===== src/rtl/merger_stream_pkg.sv =====
// merger_stream shared types: FSM encoding, terminator word, ordering rule.
// Words are widened to MAX_W so one function serves every DATA_W.
package merger_stream_pkg;

  typedef enum logic [1:0] {
    MERGE   = 2'd0,
    DRAIN_1 = 2'd1,
    DRAIN_2 = 2'd2
  } state_e;

  localparam int MAX_W = 64;

  typedef logic [MAX_W-1:0] word_t;

  localparam word_t ZERO_WORD = '0;

  function automatic logic precedes(
    word_t a,
    word_t b,
    logic  desc
  );
    return desc ? (a >= b) : (a <= b);
  endfunction

endpackage


===== src/rtl/merger_stream_if.sv =====
// merger_stream bus: two show-ahead upstream heads plus the merged output.
// master is the merger side, slave the surrounding logic.
interface merger_stream_if #(
  parameter int DATA_W = 32,
  parameter int CNT_W  = 16
);

  logic [DATA_W-1:0] i_fifo_1;
  logic              i_fifo_1_empty;
  logic              o_fifo_1_read;
  logic [DATA_W-1:0] i_fifo_2;
  logic              i_fifo_2_empty;
  logic              o_fifo_2_read;
  logic [DATA_W-1:0] o_data;
  logic              o_valid;
  logic              i_out_ready;
  logic [CNT_W-1:0]  o_run_cnt;
  logic              o_err_order;

  modport master (
    input  i_fifo_1, i_fifo_1_empty,
    input  i_fifo_2, i_fifo_2_empty,
    input  i_out_ready,
    output o_fifo_1_read, o_fifo_2_read,
    output o_data, o_valid,
    output o_run_cnt, o_err_order
  );

  modport slave (
    output i_fifo_1, i_fifo_1_empty,
    output i_fifo_2, i_fifo_2_empty,
    output i_out_ready,
    input  o_fifo_1_read, o_fifo_2_read,
    input  o_data, o_valid,
    input  o_run_cnt, o_err_order
  );

endinterface


===== src/rtl/merger_stream_sync_fifo_fwft.sv =====
// Show-ahead synchronous FIFO; a push while full is taken
// when a pop frees the slot in the same cycle.
module sync_fifo_fwft #(
  parameter int DATA_W = 32,
  parameter int DEPTH  = 8
) (
  input  logic              clk,
  input  logic              rst_n,
  input  logic              push,
  input  logic [DATA_W-1:0] wdata,
  input  logic              pop,
  output logic [DATA_W-1:0] rdata,
  output logic              full,
  output logic              empty
);

  localparam int AW = $clog2(DEPTH);
  localparam int CW = AW + 1;

  logic [DATA_W-1:0] mem [DEPTH];
  logic [AW-1:0]     wp;
  logic [AW-1:0]     rp;
  logic [CW-1:0]     cnt;
  logic              wr_en;
  logic              rd_en;

  assign empty = (cnt == '0);
  assign full  = (cnt == CW'(DEPTH));
  assign rd_en = pop & ~empty;
  assign wr_en = push & (~full | rd_en);
  assign rdata = mem[rp];

  always_ff @(posedge clk) begin
    if (wr_en) mem[wp] <= wdata;
  end

  always_ff @(posedge clk or negedge rst_n) begin
    if (!rst_n) begin
      wp  <= '0;
      rp  <= '0;
      cnt <= '0;
    end else begin
      if (wr_en) wp <= wp + AW'(1);
      if (rd_en) rp <= rp + AW'(1);
      unique case ({wr_en, rd_en})
        2'b10:   cnt <= cnt + CW'(1);
        2'b01:   cnt <= cnt - CW'(1);
        default: ;
      endcase
    end
  end

endmodule


===== src/rtl/merger_stream.sv =====
// Two-way sorted-run merger with drain states, run counter
// and sticky input order check, buffered by an output FIFO.
module merger_stream #(
  parameter int DATA_W     = 32,
  parameter int OUT_DEPTH  = 8,
  parameter int DESCENDING = 0,
  parameter int CNT_W      = 16
) (
  input  logic i_clk,
  input  logic i_rst_n,
  merger_stream_if.master bus
);

  import merger_stream_pkg::*;

  localparam logic DESC = (DESCENDING != 0);

  typedef logic [DATA_W-1:0] data_t;

  state_e           state;
  state_e           nxt;
  logic             go;
  data_t            last_1;
  data_t            last_2;
  logic [CNT_W-1:0] run_cnt;
  logic             err;

  data_t a;
  data_t b;
  logic  az;
  logic  bz;
  logic  e1;
  logic  e2;
  logic  rd_1;
  logic  rd_2;
  logic  push;
  logic  inc;
  data_t wdata;
  logic  full;
  logic  empty;
  logic  pop_out;
  logic  can_wr;

  assign a       = bus.i_fifo_1;
  assign b       = bus.i_fifo_2;
  assign e1      = bus.i_fifo_1_empty;
  assign e2      = bus.i_fifo_2_empty;
  assign az      = (word_t'(a) == ZERO_WORD);
  assign bz      = (word_t'(b) == ZERO_WORD);
  assign pop_out = ~empty & bus.i_out_ready;
  assign can_wr  = ~full | pop_out;

  always_comb begin
    rd_1  = 1'b0;
    rd_2  = 1'b0;
    push  = 1'b0;
    inc   = 1'b0;
    wdata = a;
    nxt   = state;
    if (go && can_wr) begin
      unique case (state)
        MERGE: if (!e1 && !e2) begin
          push = 1'b1;
          unique case (1'b1)
            az && bz: begin
              rd_1  = 1'b1;
              rd_2  = 1'b1;
              wdata = '0;
              inc   = 1'b1;
            end
            az && !bz: begin
              rd_2  = 1'b1;
              wdata = b;
              nxt   = DRAIN_2;
            end
            !az && bz: begin
              rd_1 = 1'b1;
              nxt  = DRAIN_1;
            end
            default: begin
              if (precedes(word_t'(a), word_t'(b), DESC)) begin
                rd_1 = 1'b1;
              end else begin
                rd_2  = 1'b1;
                wdata = b;
              end
            end
          endcase
        end
        // parked channel head is its sentinel, popped with ours
        DRAIN_1: if (!e1) begin
          rd_1 = 1'b1;
          push = 1'b1;
          if (az) begin
            rd_2 = 1'b1;
            inc  = 1'b1;
            nxt  = MERGE;
          end
        end
        DRAIN_2: if (!e2) begin
          rd_2  = 1'b1;
          push  = 1'b1;
          wdata = b;
          if (bz) begin
            rd_1 = 1'b1;
            inc  = 1'b1;
            nxt  = MERGE;
          end
        end
        default: ;
      endcase
    end
  end

  always_ff @(posedge i_clk or negedge i_rst_n) begin
    if (!i_rst_n) begin
      state   <= MERGE;
      go      <= 1'b0;
      last_1  <= '0;
      last_2  <= '0;
      run_cnt <= '0;
      err     <= 1'b0;
    end else begin
      go    <= 1'b1;
      state <= nxt;
      if (inc) run_cnt <= run_cnt + CNT_W'(1);
      if (rd_1) begin
        if (az) begin
          last_1 <= '0;
        end else begin
          if (last_1 != '0 &&
              !precedes(word_t'(last_1), word_t'(a), DESC))
            err <= 1'b1;
          last_1 <= a;
        end
      end
      if (rd_2) begin
        if (bz) begin
          last_2 <= '0;
        end else begin
          if (last_2 != '0 &&
              !precedes(word_t'(last_2), word_t'(b), DESC))
            err <= 1'b1;
          last_2 <= b;
        end
      end
    end
  end

  sync_fifo_fwft #(
    .DATA_W (DATA_W),
    .DEPTH  (OUT_DEPTH)
  ) u_out (
    .clk   (i_clk),
    .rst_n (i_rst_n),
    .push  (push),
    .wdata (wdata),
    .pop   (pop_out),
    .rdata (bus.o_data),
    .full  (full),
    .empty (empty)
  );

  assign bus.o_valid       = ~empty;
  assign bus.o_fifo_1_read = rd_1;
  assign bus.o_fifo_2_read = rd_2;
  assign bus.o_run_cnt     = run_cnt;
  assign bus.o_err_order   = err;

endmodule


===== src/flat_wrapper.sv =====
// flat-port wrapper written by rule: the top's interface ports become plain ports
module merger_stream_flat import merger_stream_pkg::*;
#(
  parameter int DATA_W     = 32,
  parameter int OUT_DEPTH  = 8,
  parameter int DESCENDING = 0,
  parameter int CNT_W      = 16
)
  (i_clk, i_rst_n, bus_i_fifo_1, bus_i_fifo_1_empty, bus_i_fifo_2, bus_i_fifo_2_empty, bus_i_out_ready, bus_o_fifo_1_read, bus_o_fifo_2_read, bus_o_data, bus_o_valid, bus_o_run_cnt, bus_o_err_order);
  merger_stream_if #(.DATA_W(DATA_W), .CNT_W(CNT_W)) bus_i ();
  input  logic i_clk;
  input  logic i_rst_n;
  input wire logic [$bits(bus_i.i_fifo_1)-1:0] bus_i_fifo_1;
  input wire logic [$bits(bus_i.i_fifo_1_empty)-1:0] bus_i_fifo_1_empty;
  input wire logic [$bits(bus_i.i_fifo_2)-1:0] bus_i_fifo_2;
  input wire logic [$bits(bus_i.i_fifo_2_empty)-1:0] bus_i_fifo_2_empty;
  input wire logic [$bits(bus_i.i_out_ready)-1:0] bus_i_out_ready;
  output wire logic [$bits(bus_i.o_fifo_1_read)-1:0] bus_o_fifo_1_read;
  output wire logic [$bits(bus_i.o_fifo_2_read)-1:0] bus_o_fifo_2_read;
  output wire logic [$bits(bus_i.o_data)-1:0] bus_o_data;
  output wire logic [$bits(bus_i.o_valid)-1:0] bus_o_valid;
  output wire logic [$bits(bus_i.o_run_cnt)-1:0] bus_o_run_cnt;
  output wire logic [$bits(bus_i.o_err_order)-1:0] bus_o_err_order;
  assign bus_i.i_fifo_1 = bus_i_fifo_1;
  assign bus_i.i_fifo_1_empty = bus_i_fifo_1_empty;
  assign bus_i.i_fifo_2 = bus_i_fifo_2;
  assign bus_i.i_fifo_2_empty = bus_i_fifo_2_empty;
  assign bus_i.i_out_ready = bus_i_out_ready;
  assign bus_o_fifo_1_read = bus_i.o_fifo_1_read;
  assign bus_o_fifo_2_read = bus_i.o_fifo_2_read;
  assign bus_o_data = bus_i.o_data;
  assign bus_o_valid = bus_i.o_valid;
  assign bus_o_run_cnt = bus_i.o_run_cnt;
  assign bus_o_err_order = bus_i.o_err_order;
  merger_stream #(.DATA_W(DATA_W), .OUT_DEPTH(OUT_DEPTH), .DESCENDING(DESCENDING), .CNT_W(CNT_W)) u_core (.i_clk(i_clk), .i_rst_n(i_rst_n), .bus(bus_i));
endmodule

===== config.mk =====
export PLATFORM = sky130hd
export DESIGN_NAME = merger_stream_flat
export DESIGN_NICKNAME = d
export VERILOG_FILES = /design/src/rtl/merger_stream_pkg.sv /design/src/rtl/merger_stream_if.sv /design/src/rtl/merger_stream_sync_fifo_fwft.sv /design/src/rtl/merger_stream.sv /design/src/flat_wrapper.sv
export SDC_FILE = /design/constraint.sdc
export NUM_CORES = 1
export LEC_CHECK = 0
export BUFFER_PORTS_ARGS = -buffer_cell sky130_fd_sc_hd__buf_2
export CAP_MARGIN = 15
export CORE_MARGIN = 2
export CORE_UTILIZATION = 60
export DETAILED_ROUTE_END_ITERATION = 10
export GPL_TIMING_DRIVEN = 0
export PLACE_DENSITY_LB_ADDON = 0.25
export SYNTH_ARGS = -nofsm -noshare
export SYNTH_HDL_FRONTEND = slang
export SYNTH_SLANG_ARGS = --single-unit

===== constraint.sdc =====
create_clock -name i_clk -period 6.3 [get_ports i_clk]
set_input_delay 1.26 -clock i_clk [delete_from_list [all_inputs] [get_ports i_clk]]
set_output_delay 1.26 -clock i_clk [all_outputs]
set_load 0.02 [all_outputs]

==> results.cfg, run 1 <==
[synthesis]
async_flop_share = 0.2686
synth.area.top_cells = edfxtp_1 (44%), dfrtp_1 (13%), mux4_2 (8.2%)
synth_nets = 1443
netlist_instances = 1267
yosysSeqAreaShare = 0.5742
yosys.area.top_type = edfxtp_1
yosys_warnings = 0
synthFlopType = edfxtp_1
ys_seq_elements = 350
synth_area_sq_mm = 0.01749
synth_enable_flop_cells = 256
ys_types = 70
syn_area_per_cell_sq_um = 13.80
synth_top_cell_area_share = 0.4396

[worst_setup_path]
cp_max_fo = 10
worstPathArrival_ps = 4000
crit_path_end_kind = output port
critPathKind = input port to output port
crit_path_start_kind = input port
required_ps = 5040
rrSetupSlack_ps = 2320
reg2regPathDepth = 10

[clocking]
insertion_delay_ps = 520
cts_setup_buffers = 0
cts.repair.resized = 0
path_clk_slew_ps = 60
cts_buffers = 36
cts_sinks = 350
clock_tree.root_cell = clkbuf_16
cts_hold_buf = 0
htreeDepth = 2
cts_tree = yes
clock_path_buffers = 3

[layout]
fin_util = 0.6980
final_cells = 1862
nNetsFinal = 1629
layout-drive-gt1-share = 0.2470
insertedDiodeCount = 0
area.growth.synth_to_final_pct = 14.57
fillers = 1959
design_area_sq_mm = 0.02003

[global_route]
track_usage = 0.2874
grt_max_degree = 50
grt_pass1_vias = 11657
antenna_found_initial = 0
grt_overflow = 0
grt_pass1_wl_mm = 66.76

[hold_path]
hp-class = flip-flop to flip-flop
hold_path_depth = 1

[power_and_ir_drop]
irDropWorstVdd_mv = 0.2612
leakage_nw = 7.853
power.density_mw_per_mm2 = 360.9

[floorplan]
core_sq_mm = 0.02870
initial_core_util = 0.6092
std_cell_rows = 62
die_w_microns = 174.7
fp.dieH_microns = 174.7
io_pins = 121
die_area_sq_mm = 0.03052

[timing]
setup_viol_count_final = 0
finalHoldViolations = 0
worst_slew_pin_slew_ps = 1062
max_freq_mhz = 190.2
rsz0062_at_grt = false
tns_ps = 0
min_period_over_period = 0.8347
period_needed_ps = 5258
slew-limit-headroom = 0.2898
slew_viol_final = 0
final.setup_skew_ps = 13.27

[place]
place_area_sq_mm = 0.01894
portBuffers = 119
place_congestion = 0.9185
dp.cells = 1799
dp_hpwl_mm = 31.39

[route]
vias = 11744
firstDrtPassIters = 7
drc = 0
detail_route.iter0.violations = 1155
wire_per_inst_microns = 23.17
viasPerCell = 6.307
drtAntennaViolNets = 0
drt-total-wl_mm = 43.14

[run]
drv_cap = 0

[status]
status = finished clean
critical path, stage by stage:
cell and delay [ps]:
buf_2 160, inv_1 110, ha_1 370, nand4_4 140, nor4_4 390, inv_2 80
a31oi_4 190, o21ai_2 130, o41ai_4 710, buf_6 260, buf_2 180
metal layers:
metal | track usage | wire, microns
met4 | 0.08854 | 1180
met2 | 0.4755 | 20880
met5 | 0 | 0
met1 | 0.4036 | 17970
met3 | 0.03634 | 3110
flip-flops by register name, indices dropped and copies added (netlist names):
signal / flops
u_core.last_2: 32
u_core.u_out.rp: 3
u_core.go: 1
u_core.state: 2
u_core.bus.o_run_cnt: 16
u_core.bus.o_err_order: 1
u_core.u_out.cnt: 4
u_core.u_out.mem: 256
u_core.u_out.wp: 3
u_core.last_1: 32
final cells by class:
class / count / area [sq um] / area share
well taps: 384 / 480.5 / 0.02398
clock buffers: 45 / 934.6 / 0.04666
flip-flops and latches: 350 / 10040 / 0.5012
clock inverters: 18 / 160.2 / 0.007995
inverters: 77 / 289.0 / 0.01443
plain buffers: 54 / 234.0 / 0.01168
repair buffers: 148 / 927.1 / 0.04628
multi-input cells: 786 / 6968 / 0.3478
stage by stage:
stage / hold WS, ps / power, W / worst slack (ps)
detailed placement: 470.0 / 0.005261 / 1056
finish: 475.5 / 0.007231 / 1042
floorplan: 447.4 / 0.004540 / 84.82
global route: 513.3 / 0.007543 / 930.2
global placement: 456.5 / 0.005166 / -3770
CTS: 482.0 / 0.007274 / 1039
synth_stat cells, types with 4 or more instances:
library cell,number
edfxtp_1,256
ha_1,106
a21oi_1,97
dfrtp_1,94
inv_1,76
nand2_1,70
mux4_2,64
nor2_1,54
o21ai_0,46
mux2_2,39
clkbuf_1,38
nor4_1,37
o31ai_1,33
a22oi_1,32
mux2_4,28
nand4_1,27
nand3_1,18
xnor2_1,18
buf_1,11
o21ai_1,10
a21o_1,9
nor3_1,9
and3_1,6
and4_1,5
xor2_1,5
a31oi_1,4
buf_6,4
o211ai_1,4
placed cells by master (no fill, tap or decap), types with 32 or more instances in the layout:
cell type,Yosys,layout
dfrtp_1,94,94
o31ai_1,33,33
ha_1,106,106
buf_2,1,119
clkbuf_1,38,47
nor2_1,54,53
o21ai_0,46,46
nand2_1,70,70
mux2_2,39,39
clkbuf_16,0,36
nor4_1,37,36
edfxtp_1,256,256
inv_1,76,76
a22oi_1,32,32
mux4_2,64,64
a21oi_1,97,97
cells by family (layout without fill, tap and decap cells):
kind of cell	count (synthesis)	count (layout)	synth area share
mux	132	132	0.1322
other cells	1	1	0.0002145
flops	350	350	0.5742
xor+xnor	23	23	0.01152
compound gates	268	268	0.09760
simple gates	255	255	0.07742
fa+ha+maj	107	107	0.07699
buf+inv	131	342	0.02991
path summary, 6_finish.rpt:
path | startpoint | endpoint
setup reg to reg | u_core.state[0] | u_core.u_out.mem[6][15]
setup / recovery | bus_i_fifo_2[31] | bus_o_fifo_2_read
min in group asynchronous | i_rst_n | u_core.bus.o_run_cnt[11]
hold reg to reg | u_core.bus.o_run_cnt[15] | u_core.bus.o_run_cnt[15]
max in group asynchronous | i_rst_n | u_core.last_1[4]
hold / removal | u_core.bus.o_run_cnt[15] | u_core.bus.o_run_cnt[15]
where the power goes:
| group | switching (W) | leakage (nW) | internal, W |
|---|---|---|---|
| clock | 0.000858 | 0.526 | 0.00114 |
| sequential | 0.000123 | 3.55 | 0.00278 |
| combinational | 0.00131 | 3.78 | 0.00103 |
Power figures use the tool's default switching activity.
==> inputs of run 2 (changes only) <==
- ABC_AREA: default -> 1
- CORE_UTILIZATION: 60 -> 55
- clock period: 6.3 -> 4.3 ns (I/O delays scaled with it)
==> run 2 against run 1 <==
Utilization decreased by 6.1 points. Combinational power increased by 90%. Sequential power grew 50%. Non-clock buffer count grew 22. Clock skew shrank 2.7 ps. Flip-flop and latch count did not move. Count of clock-buffer cells in the layout up 4. Sequential share of layout area fell by 3.0 points. Routed wire length increased by 25%. Via count rose by 30%. Critical endpoint is now bus_o_fifo_1_read.
==> results.cfg, run 2 <==
[timing]
whs_ps = 361.6
tns_ps = 0
rsz0062_at_grt = true
min_period_over_period = 0.9799
worst_slack_ps = 86.57
setup_viol_count_final = 0
period_needed_ps = 4213
worst_slew_pin_slew_ps = 1276
finalHoldViolations = 0
final.setup_skew_ps = 10.57
slew_viol_final = 0
slew-limit-headroom = 0.1418
max_freq_mhz = 237.3

[synthesis]
yosys_warnings = 0
async_flop_share = 0.2686
ys_types = 49
syn_area_per_cell_sq_um = 9.642
synth_enable_flop_cells = 256
synthFlopType = edfxtp_1
ys_top_cells_by_count = nand2_1 (322), nor2_1 (285), edfxtp_1 (256)
netlist_instances = 1928
synth_nets = 2104
yosysSeqAreaShare = 0.5400
synth_area_sq_mm = 0.01859
synth.area.top_cells = edfxtp_1 (41%), dfrtp_1 (13%), ha_1 (7.1%)
yosys.area.top_type = edfxtp_1
synth_top_cell_area_share = 0.4135
yosysMostFrequentCell = nand2_1
ys_seq_elements = 350

[place]
place_congestion = 0.9757
dp_hpwl_mm = 38.36
portBuffers = 120
post-place-ws_ps = 80.08
dp.cells = 2505

[worst_setup_path]
cpMostUsedCell = nand2_1
reg2regPathDepth = 8
rrSetupSlack_ps = 400
reg2reg_from = u_core.state[0]
worstPathArrival_ps = 3350
cpMaxStageDelayCell = ha_1
crit_path_end_kind = output port
required_ps = 3440
cp-startpoint = bus_i_fifo_2[27]
crit_path_start_kind = input port
r2r_end = u_core.u_out.mem[3][29]
cp_cell_sequence = buf_2 > inv_1 > ha_1 > a21oi_1 > o21ai_0 > nand2_1 > nand2_1 > a21oi_1 > nand2_1 > nand2_2 > nand2_1 > nand2_1 > nand2_1 > nand2_4 > nand2_2 > buf_4 > inv_1 > buf_2
timing.critical_path.slowest_cell_delay_ps = 330
cp_max_fo = 10
critPathKind = input port to output port

[layout]
top_register = u_core.u_out.mem
layout-drive-gt1-share = 0.1716
top_regs = u_core.u_out.mem (256), u_core.last_1 (32), u_core.last_2 (32)
register_area_sq_mm = 0.01004
layout_common_cells = nand2_1 (322), nor2_1 (277), edfxtp_1 (256), o21ai_0 (160), buf_2 (139)
multi_input_area_sq_mm = 0.007606
largest_register_ffs = 256
final_cells = 2577
area.growth.synth_to_final_pct = 14.59
nNetsFinal = 2275
final_common_cell = nand2_1
fillers = 2709

[global_route]
grt_overflow = 0
grt_pass1_wl_mm = 82.73
track_usage = 0.3053
grtUsageMet3 = 0.05877
antenna_found_initial = 8
grt_pass1_vias = 15034
grtUsageMet1 = 0.3862
grt_max_degree = 53
gr-usage-met2 = 0.4981
grt.busiest_layer = met2

[clocking]
cts_setup_buffers = 0
htreeDepth = 2
path_clk_slew_ps = 60
cts_buffers = 37
clock_path_buffers = 3
cts_sinks = 350
cts.repair.resized = 0
cts_tree = yes
cts_hold_buf = 0
insertion_delay_ps = 540
clock_tree.root_cell = clkbuf_16

[route]
drt-total-wl_mm = 53.77
wire_per_inst_microns = 20.86
detail_route.iter0.violations = 1599
drtAntennaViolNets = 0
firstDrtPassIters = 5
vias = 15256
viasPerCell = 5.920
drc = 0

[power_and_ir_drop]
p_comb_frac = 0.367
p_seq_frac = 0.362
sw_frac_of_total = 0.3892
p_int_w = 0.007352
leakage_nw = 8.824
power.density_mw_per_mm2 = 565.0
power.total_w = 0.01204
p_clk_frac = 0.271
p_switching_w = 0.004684
irDropWorstVdd_mv = 0.3400

[run]
drv_cap = 0

[floorplan]
std_cell_rows = 67
core_sq_mm = 0.03345
die_w_microns = 187.9
io_pins = 121
initial_core_util = 0.5558
fp.dieH_microns = 187.9
die_area_sq_mm = 0.03529

[hold_path]
hp-class = input port to async pin

[status]
status = finished clean
## run 2: cell types whose count changed after synthesis, sizes merged, moves of 20 or more
cell | before | now
a22oi | 32 | 0
o21ai | 59 | 197
a221oi | 3 | 32
clkbuf | 38 | 58
a21oi | 97 | 52
a21boi | 3 | 32
mux4 | 64 | 0
o22ai | 1 | 32
mux2 | 67 | 0
nand2 | 70 | 357
nand3 | 18 | 78
nor2 | 56 | 293
a31oi | 5 | 41
inv | 77 | 146
## run 2: final cells by class
cell class                      count  share of cell area
Clock buffer                       49             0.04658
Sequential cell                   350              0.4713
Clock inverter                     18             0.01075
Timing Repair Buffer              132             0.03994
Multi-Input combinational cell   1338              0.3570
Tap cell                          448             0.02631
Antenna cell                        2           0.0002349
Inverter                          148             0.02631
Buffer                             92             0.02156
## run 2: worst max-delay path, delay by kind of cell
kind	cells	cell delay [ps]
and+or+nand+nor	9	990
buffers and inverters	5	650
adders and majority gates	1	330
AOI/OAI and AO/OA	3	500
## run 2: power groups by stage
stage               Combinational, W  Sequential (W)  Clock, W
floorplan                    0.00285         0.00433         0
global placement             0.00414         0.00440         0
detailed placement           0.00433         0.00441         0
CTS                          0.00438         0.00435   0.00329
global route                 0.00486         0.00439   0.00342
finish                       0.00442         0.00436   0.00326
## run 2: kinds of logic after synthesis
kind of cell    synth area share
compound gates            0.1446
xor+xnor                0.008481
fa+ha+maj                0.07242
buf+inv                  0.05479
flops                     0.5400
other cells            0.0002017
simple gates              0.1795
## run 2: how the worst max path moves through the flow
stage | end | slack (ps) | cells past startpoint
2_1_floorplan | u_core.u_out.mem[0][0] | 690 | 8
3_3_place_gp | u_core.u_out.mem[2][12] | -1220 | 9
3_5_place_dp | bus_o_fifo_1_read | 80 | 18
4_1_cts | bus_o_data[23] | 70 | 8
5_1_grt | bus_o_fifo_1_read | -8 | 18
6_report | bus_o_fifo_1_read | 90 | 18
## run 2: per-stage QoR
step                      area, sq um  utilization
after global routing            21300       0.6367
after CTS                       21260       0.6356
after detailed placement        20040       0.5991
final                           21300       0.6369
after global placement          19750       0.5905
after floorplan                 18590            -
## run 2: layer usage
metal  routed length [microns]  share of wire  up-vias
met2                     25320           0.47      751
li1                          -              -     7113
met5                        61         0.0011        -
met4                      2944          0.055       10
met3                      4878          0.091      192
met1                     20560           0.38     7190
==> inputs of run 3 (changes only) <==
- GPL_TIMING_DRIVEN: 0 -> default
==> run 3 against run 2 <==
Critical endpoint unchanged. Die area did not move. Routed wire length fell by 5.6%. Combinational power shrank 5.0%.
==> results.cfg, run 3 (synthesis results as in run 2) <==
[status]
status = finished clean

[layout]
nNetsFinal = 2225
layout_common_cells = nand2_1 (322), nor2_1 (277), edfxtp_1 (256), o21ai_0 (160), buf_2 (119)
design_area_sq_mm = 0.02112
largest_register_ffs = 256
layout-drive-gt1-share = 0.1847
final_common_cell = nand2_1
top_regs = u_core.u_out.mem (256), u_core.last_1 (32), u_core.last_2 (32)
top_register = u_core.u_out.mem
area.growth.synth_to_final_pct = 13.63
final_cells = 2531

[route]
detail_route.iter0.violations = 1347
firstDrtPassIters = 5
wl_met3_mm = 4.275
wire_per_inst_microns = 20.05
met1Wirelength_mm = 20.65
drc = 0
drtAntennaViolNets = 0
dr_wl_met2_mm = 23.79
viasPerCell = 5.911
top_layer_used = met5
vias = 14961
drt-total-wl_mm = 50.74

[worst_setup_path]
path_buf_inv = 4
reg2reg_from = u_core.u_out.cnt[1]
timing.critical_path.slowest_cell_delay_ps = 300
critPathKind = input port to output port
cp_cell_sequence = buf_2 > inv_2 > ha_1 > nand2_1 > nor2_2 > nand2_1 > nor4_2 > nand2_1 > nand2_2 > nand2_1 > nand2_1 > nand2_1 > nand2_2 > nand2_2 > inv_1 > buf_2
reg2regPathDepth = 10
cpMaxStageDelayCell = ha_1
cp_max_fo = 8
worstPathArrival_ps = 2990
crit_path_end = bus_o_fifo_1_read
path_depth = 16
cp-startpoint = bus_i_fifo_2[31]
rrSetupSlack_ps = 1140
crit_path_end_kind = output port
crit_path_start_kind = input port
cpMostUsedCell = nand2_1
r2r_end = u_core.u_out.mem[6][17]
required_ps = 3440
crit_family = simple AND/OR/NAND/NOR gates

[clocking]
cts.repair.resized = 0
insertion_delay_ps = 540
clock_tree.root_cell = clkbuf_16
cts_tree = yes
cts_sinks = 350
htreeDepth = 2
cts_hold_buf = 0
cts_buffers = 38
cts_setup_buffers = 0
clock_path_buffers = 3
path_clk_slew_ps = 60

[floorplan]
die_w_microns = 187.9
core_sq_mm = 0.03345
io_pins = 121
initial_core_util = 0.5558
std_cell_rows = 67
die_area_sq_mm = 0.03529
fp.dieH_microns = 187.9

[timing]
finalHoldViolations = 0
slew-limit-headroom = 0.3374
tns_ps = 0
slew_viol_final = 0
worst_slew_pin_slew_ps = 985.0
final.setup_skew_ps = 18.35
setup_viol_count_final = 0
period_needed_ps = 3851
whs_ps = 487.7
min_period_over_period = 0.8955
max_freq_mhz = 259.7
rsz0062_at_grt = false

[run]
drv_cap = 0

[global_route]
track_usage = 0.2891
grt_pass1_vias = 14717
grt_overflow = 0
antenna_found_initial = 8
grt_max_degree = 130
grt_pass1_wl_mm = 80.06

[place]
dp.cells = 2457
place_congestion = 0.9838
dp_hpwl_mm = 33.32
portBuffers = 120
place_area_sq_mm = 0.01988

[hold_path]
hp-class = input port to async pin

[power_and_ir_drop]
leakage_nw = 8.799
power.total_w = 0.01175
irDropWorstVdd_mv = 0.5560
power.density_mw_per_mm2 = 556.3
run 3: changes by cell type in the layout (fill, tap and decap cells not counted), sizes merged:
cell,previous run,this run
inv,148,145
diode,2,4
clkbuf,110,54
buf,163,173
clkinvlp,5,4
clkinv,9,14
bufinv,4,1
run 3: cell type report:
type                       count  area, sq um
timing repair buffer         173         1114
multi-input combinational   1338         7602
antenna                        4        10.01
clock inverter                16        137.6
inverter                     148        561.8
tap                          448        560.5
sequential                   350        10040
fill                        2627        12320
clock buffer                  54         1094
run 3: layer usage:
metal  GRT usage  vias to the layer above
li1            -                     7019
met1      0.3813                     7132
met2      0.4674                      663
met3     0.05746                      139
met4      0.1263                        8
met5           0                        -
run 3: metrics by stage:
step                        util  setup WS [ps]
after floorplan                -          694.7
after global placement    0.5944          505.1
after detailed placement  0.5944          461.3
after CTS                 0.6312          495.4
after global routing      0.6314          294.9
final                     0.6315          449.2
run 3: worst min-delay path by stage:
stage	startpoint	endpoint	depth (start not counted)
after floorplan	u_core.last_1[0]	u_core.last_1[0]	2
after global placement	u_core.last_1[0]	u_core.last_1[0]	2
after detailed placement	u_core.u_out.cnt[0]	u_core.u_out.cnt[0]	1
after CTS	u_core.u_out.cnt[0]	u_core.u_out.cnt[0]	1
after global routing	u_core.u_out.cnt[0]	u_core.u_out.cnt[0]	1
final	i_rst_n	u_core.bus.o_run_cnt[12]	1
run 3: worst reg2reg max path, delay by kind of cell, from the launching register on:
kind | cells | cell delay [ps]
AO/OA/AOI/OAI | 2 | 650
flip-flops | 1 | 410
buffers and inverters | 2 | 530
AND/OR/NAND/NOR | 6 | 1290
run 3: report_power, final:
part	total (W)	internal, W	switching, W	leakage (nW)
logic	0.00420	0.00139	0.00282	4.75
clock network	0.00320	0.00185	0.00135	0.590
registers	0.00435	0.00408	0.000265	3.46
